[src/rtl/counter_ctrl.sv]
// Run/pause/abort controlled up-counter with one-shot or auto-reload wrap,
// a registered terminal-count pulse and a saturating wrap counter.
module counter_ctrl #(
    parameter int WIDTH  = 4,
    parameter int RWIDTH = 8
) (
    input  logic              clk,
    input  logic              reset,
    input  logic              start,
    input  logic              pause,
    input  logic              abort,
    input  logic [WIDTH-1:0]  limit,
    input  logic              auto_reload,
    output logic [WIDTH-1:0]  counter,
    output logic              busy,
    output logic              done,
    output logic [RWIDTH-1:0] reload_cnt,
    output logic [1:0]        state_dbg
);

    typedef enum logic [1:0] {
        IDLE   = 2'd0,
        RUN    = 2'd1,
        PAUSED = 2'd2,
        DONE   = 2'd3
    } state_t;

    localparam logic [WIDTH-1:0]  CNT_ONE = {{(WIDTH-1){1'b0}}, 1'b1};
    localparam logic [RWIDTH-1:0] RLD_ONE = {{(RWIDTH-1){1'b0}}, 1'b1};
    localparam logic [RWIDTH-1:0] RLD_MAX = {RWIDTH{1'b1}};

    state_t            state, state_nxt;
    logic [WIDTH-1:0]  counter_nxt;
    logic [WIDTH-1:0]  limit_q, limit_nxt;
    logic              mode_q, mode_nxt;
    logic              done_nxt;
    logic [RWIDTH-1:0] reload_nxt;
    logic              at_limit;

    assign at_limit  = (counter == limit_q);
    assign busy      = (state == RUN) || (state == PAUSED);
    assign state_dbg = state;

    // Priority per edge: abort, then pause, then count/terminal handling.
    always_comb begin
        state_nxt   = state;
        counter_nxt = counter;
        reload_nxt  = reload_cnt;
        limit_nxt   = limit_q;
        mode_nxt    = mode_q;
        done_nxt    = 1'b0;
        if (abort) begin
            state_nxt   = IDLE;
            counter_nxt = '0;
            reload_nxt  = '0;
        end else begin
            case (state)
                IDLE: begin
                    if (start) begin
                        state_nxt   = RUN;
                        counter_nxt = '0;
                        reload_nxt  = '0;
                        limit_nxt   = limit;
                        mode_nxt    = auto_reload;
                    end
                end
                RUN: begin
                    if (pause) begin
                        state_nxt = PAUSED;
                    end else if (at_limit) begin
                        done_nxt = 1'b1;
                        if (mode_q) begin
                            counter_nxt = '0;
                            if (reload_cnt != RLD_MAX) reload_nxt = reload_cnt + RLD_ONE;
                        end else begin
                            state_nxt = DONE;
                        end
                    end else begin
                        counter_nxt = counter + CNT_ONE;
                    end
                end
                PAUSED: begin
                    // Resuming costs the edge; the count restarts on the next one.
                    if (!pause) state_nxt = RUN;
                end
                DONE: begin
                    state_nxt = IDLE;
                end
                default: begin
                    state_nxt = IDLE;
                end
            endcase
        end
    end

    always_ff @(posedge clk or posedge reset) begin
        if (reset) begin
            state      <= IDLE;
            counter    <= '0;
            reload_cnt <= '0;
            done       <= 1'b0;
            limit_q    <= '0;
            mode_q     <= 1'b0;
        end else begin
            state      <= state_nxt;
            counter    <= counter_nxt;
            reload_cnt <= reload_nxt;
            done       <= done_nxt;
            limit_q    <= limit_nxt;
            mode_q     <= mode_nxt;
        end
    end

endmodule

[config.mk]
export PLATFORM = sky130hd
export DESIGN_NAME = counter_ctrl
export DESIGN_NICKNAME = d
export VERILOG_FILES = /design/src/rtl/counter_ctrl.sv
export SDC_FILE = /design/constraint.sdc
export NUM_CORES = 1
export LEC_CHECK = 0
export BUFFER_PORTS_ARGS = -buffer_cell sky130_fd_sc_hd__buf_4
export CORE_MARGIN = 2
export CORE_UTILIZATION = 45
export DETAILED_ROUTE_END_ITERATION = 7
export PLACE_DENSITY = 0.77
export SKIP_LAST_GASP = 1
export SLEW_MARGIN = 20
export SYNTH_ARGS = -nofsm -noshare
export SYNTH_HDL_FRONTEND = slang
export SYNTH_SLANG_ARGS = --single-unit
[constraint.sdc]
create_clock -name clk -period 5.6 [get_ports clk]
set_input_delay 0 -clock clk [delete_from_list [all_inputs] [get_ports clk]]
set_output_delay 0 -clock clk [all_outputs]
set_load 0.02 [all_outputs]
After elaboration in Yosys (flattened, before gate mapping)
Cells that the tools add are included.
Widths: inputs -> output; s select.
{"block": "op_classes", "add_sub_neg": 2, "n_eq_ne": 14, "n_mux": 24, "bitwise": 1, "n_reduce_logical": 7}
{"op": "$mux 8", "n": 6}
{"op": "$mux 4", "n": 5}
{"op": "$pmux 8 s2", "n": 1}
{"op": "$ne 3x3->1 const B", "n": 5}
{"op": "$mux 2", "n": 6}
{"op": "$ne 4x4->1 const B", "n": 3}
{"op": "$add 8x1->8 const B", "n": 1}
{"op": "$ne 8x8->1 const B", "n": 1}
{"op": "$pmux 2 s4", "n": 1}
{"op": "$pmux 4 s2", "n": 1}
{"op": "$reduce_and 4->1", "n": 2}
{"op": "$reduce_and 6->1", "n": 1}
{"op": "$add 4x1->4 const B", "n": 1}
{"op": "$eq 2x2->1 const B", "n": 2}
{"op": "$eq 4x4->1", "n": 1}
{"op": "$mux 1", "n": 4}
{"op": "$ne 3x2->1 const B", "n": 1}
{"op": "$reduce_and 3->1", "n": 1}
{"op": "$reduce_bool 3->1", "n": 1}
{"op": "$eq 2x1->1 const B", "n": 1}
{"op": "$logic_not 2->1", "n": 1}
{"op": "$logic_or 1x1->1", "n": 1}
{"op": "$not 1->1", "n": 1}
{"block": "totals", "reg_bits": 20, "input_bits": 10, "output_inout_bits": 16, "word_cells": 54}

Longest topological paths before layout
{"block": "depth", "depth_word": 7, "depth_mapped": 7, "depth_no_buf": 6}

Least setup slack after synthesis
OpenSTA, ideal clock, no wires.
{"block": "synth_path", "path_type": "register to register", "start": "reg reload_cnt[0]", "end": "reg reload_cnt[7]", "setup_ps": 70, "t_arrival_ps": 1825, "required_ps": 5530, "path_slack_ps": 3705, "stages_incl_launch_ff": 7, "n_path_buf": 1, "synth_period_minus_slack_ps": 1895, "path_cell_list": "dfrtp_1 > ha_1 > and3_1 > buf_6 > a211o_1 > or4_1 > nand3_1"}
{"block": "synth_via", "elab_chain_cells": 7, "elab_cells_between_ends": 10, "classes_between": "1 x add/sub; 2 x eq/ne; 6 x mux; 1 x reduce/logical"}
{"element": "start, declared", "line_no": "17", "text": "output logic [RWIDTH-1:0] reload_cnt,"}
{"element": "start signal, assigned", "line_no": "107", "text": "reload_cnt <= reload_nxt;"}
{"element": "$add 8x1->8", "line_no": "74", "text": "if (reload_cnt != RLD_MAX) reload_nxt = reload_cnt + RLD_ONE;"}
{"element": "$mux 8", "line_no": "74"}
{"element": "$mux 8", "line_no": "72", "text": "if (mode_q) begin"}
{"element": "$mux 8", "line_no": "70", "text": "end else if (at_limit) begin"}
{"element": "$mux 8", "line_no": "68", "text": "if (pause) begin"}
{"element": "$pmux 8 s2", "line_no": "57", "text": "case (state)"}
{"element": "$mux 8", "line_no": "52", "text": "if (abort) begin"}
Several ways; a longest one is shown, not always the timed one. The select of a mux whose other input is x is not followed.
A chain may end at the register's enable or synchronous reset.

Worst setup path after layout
{"block": "layout_path", "start": "reg state[1] (netlist: state_dbg[1])", "end": "reg reload_cnt[1]"}
{"block": "layout_via", "elab_chain_cells": 3, "elab_cells_between_ends": 11, "classes_between": "6 x eq/ne; 2 x mux; 3 x reduce/logical"}
{"element": "start, declared", "line_no": "32", "text": "state_t state, state_nxt;"}
{"element": "start signal, assigned", "line_no": "105", "text": "state <= state_nxt;"}
{"element": "$eq 2x1->1 / $logic_not 2->1 (equally long branches)", "line_no": "57"}
{"element": "$ne 3x2->1 (no source line) (tied with other cells)"}
{"element": "$reduce_and 6->1 (no source line) / $mux 8 (equally long branches)"}
Several ways; a longest one is shown, not always the timed one.

==> results.py <==
metrics = {
    "worst_hold_path": {
        "hp-class": "in -> reg",
    },
    "global_route": {
        "gr-max-usage-layer": "met2",
        "track_usage_pct": 19.66,
        "antenna_found_initial": 0,
        "met3_usage_pct": 5.442,
        "grt.overflow.total": 0,
        "grt_pass1_wl_microns": 5023,
        "grt_pass1_vias": 1191,
        "use_met1_pct": 24.60,
        "grt_max_degree": 21,
        "use_met2_pct": 33.00,
    },
    "sta": {
        "finalClockSkew_ns": 0.003318,
        "max_freq_mhz": 522.1,
        "tightest_slew_ns": 0.7351,
        "whs_ns": 0.1061,
        "final_hold_viol_count": 0,
        "rsz0062_at_grt": "false",
        "slew_headroom_pct": 50.94,
        "setup_slack_ns": 3.685,
        "report.final.slew_viol_count": 0,
        "min_period_ns": 1.915,
        "setup_tns_ns": 0,
        "setup_viol": 0,
        "final.period_utilization_pct": 34.21,
    },
    "synthesis": {
        "synthArstFlopShare_pct": 100.0,
        "synth_ff_type": "dfrtp_1",
        "syn_area_sq_um": 1274,
        "syn_area_per_cell_sq_um": 9.723,
        "ys_seq_area_share_pct": 39.29,
        "synth_cell_types": 47,
        "synth_nets": 147,
        "synth_edf_count": 0,
        "ys_ff_latch": 20,
        "netlist_instances": 131,
        "yosysWarnings": 0,
    },
    "worst_setup_path": {
        "critPathTopFamily": "simple AND/OR/NAND/NOR gates",
        "cp_slowest_stage_delay_ns": 0.54,
        "critPathKind": "reg -> reg",
        "path_max_fanout": 8,
        "critPathRequiredTime_ns": 5.83,
        "cp_cell_sequence": "inv_1, ha_1, nor2b_1, o21ai_0, o211ai_1",
        "end_kind": "flip-flop",
        "cp-start-kind": "flip-flop",
        "arrival_ns": 2.14,
        "crit_path_top_delay_cell": "nor2b_1",
        "critPathBufInv": 1,
    },
    "floorplanning": {
        "core_sq_um": 2734,
        "floorplan.initialDensity_pct": 46.59,
        "dieWidth_microns": 57.20,
        "die_h_microns": 57.20,
        "rows": 19,
        "ios": 26,
        "dieArea_sq_um": 3272,
    },
    "cells_and_area": {
        "post-route-cell-area_sq_um": 1579,
        "drive_gt1_share_pct": 24.54,
        "areaGrowthSynthToFinish_pct": 23.97,
        "fillCellCount": 251,
        "fin_nets": 180,
        "diodes": 0,
        "utilization_pct": 57.76,
        "final_cells": 194,
    },
    "run_status": {
        "outcome": "completed",
    },
    "clock_network": {
        "h-tree-depth": 1,
        "clk_pin_slew_ns": 0.11,
        "cts_buffers": 3,
        "clock_latency_ns": 0.30,
        "cts-root-buf": "clkbuf_4",
        "clock-sinks": 20,
        "clockBufferDepth": 2,
        "cts_tree": "done",
    },
    "placement": {
        "placed_cells": 183,
        "dp.final_hpwl_microns": 2184,
        "place_area_sq_um": 1473,
        "io_buffers": 25,
        "place_congestion": 0.8216,
        "pre_cts_slack_ns": 3.763,
    },
    "drt": {
        "ant_nets": 0,
        "drt_iter0_markers": 41,
        "vias": 1202,
        "vias_per_cell": 6.196,
        "drc": 0,
        "wire_per_inst_microns": 15.20,
        "wirelength_microns": 2948,
        "first_pass_iters": 4,
    },
    "power": {
        "power.density_nw_per_um2": 354.0,
        "leakage_nw": 0.7117,
        "power.total_mw": 0.5590,
        "worst_ir_drop_vdd_mv": 0.2525,
    },
    "flow_run": {
        "maxCapViolCount": 0,
    },
}
## registers in the layout, summed over array words and instances (netlist names)
| signal | cells |
|---|---|
| limit_q | 4 |
| counter | 4 |
| mode_q | 1 |
| done | 1 |
| state_dbg | 2 |
| reload_cnt | 8 |
## kinds of logic (layout without fill, tap and decap cells)
logic type	after synthesis	after routing	share of synthesized area, %
adders and majority gates	6	6	5.894
buffers and inverters	13	45	4.813
xor gates and xnor gates	4	4	2.750
and+or+nand+nor	43	43	19.45
AOI/OAI and AO/OA	37	37	20.82
DFF	20	20	39.29
muxes	8	8	6.975
## worst reg2reg max path, stage by stage, from the launching register on
cell and delay, ns:
dfrtp_1 0.45, inv_1 0.11, ha_1 0.27, nor2b_1 0.54, o21ai_0 0.26, o211ai_1 0.22
## cells in the final DEF, fill, tap and decap left out, types with 4 or more instances in the layout
cell type	n
ha_1	6
dlygate4sd3_1	7
dfrtp_1	20
buf_4	25
a21oi_1	4
xnor2_1	4
inv_1	9
mux2_2	7
a31oi_1	9
nor2_1	5
nand2_1	6
nand3_1	9
and3_1	5
## cell type report
class / instances / area, sq um / share of cell area [%]
flip-flops and latches: 20 / 500.5 / 31.70
clock buffers: 4 / 36.28 / 2.298
inverters: 9 / 33.78 / 2.139
multi-input cells: 98 / 711.9 / 45.09
repair buffers: 32 / 257.7 / 16.32
well taps: 31 / 38.79 / 2.456
## what timing repair did
item	CTS	global route
endpoints found under the hold margin	26	0
resized for setup	0	0
hold buffers	7	0
buffers inserted	0	0
## report_power, final
part           leakage [nW]  internal [mW]  total, mW  switching [mW]
clock network        0.0210         0.0397     0.0836          0.0439
logic                 0.425          0.112      0.266           0.154
registers             0.265          0.175      0.209          0.0347
total                 0.712          0.327      0.559           0.232
## final timing paths
| path | slack (ns) | to | cells after the start | start |
|---|---|---|---|---|
| worst max-delay path | 3.68 | reload_cnt[1] | 5 | state_dbg[1] |
| worst min-delay path | 0.11 | state_dbg[1] | 4 | abort |
| worst max register to register | 3.68 | reload_cnt[1] | 5 | state_dbg[1] |
| worst min register to register | 0.54 | reload_cnt[3] | 1 | reload_cnt[3] |
| max in group asynchronous | 4.77 | mode_q | 3 | reset |
| min in group asynchronous | 0.37 | reload_cnt[5] | 3 | reset |
## per-layer routing
| layer | vias to the layer above | routed length (microns) |
|---|---|---|
| li1 | 568 | - |
| met1 | 599 | 1277 |
| met2 | 31 | 1514 |
| met3 | 4 | 136 |
| met4 | 0 | 20 |
| met5 | - | 0 |
## cell usage after synthesis, types with 2 or more instances
library cell  instances  area share [%]
nand2_1               6             1.8
dfrtp_1              20              39
xnor2_1               4             2.8
o211ai_1              2             1.2
nor3_1                3             1.2
and3_1                5             2.5
nand4_1               3             1.5
a21o_1                2             1.2
o31ai_1               2             1.2
inv_1                 9             2.7
a21oi_1               4             1.6
mux2_2                7             6.2
nand2b_1              2            0.98
a31oi_1               9             4.4
nor2b_1               2            0.98
nand3_1               9             3.5
o21ai_0               3             1.2
nor2_1                5             1.5
ha_1                  6             5.9
Power figures use the tool's default switching activity.
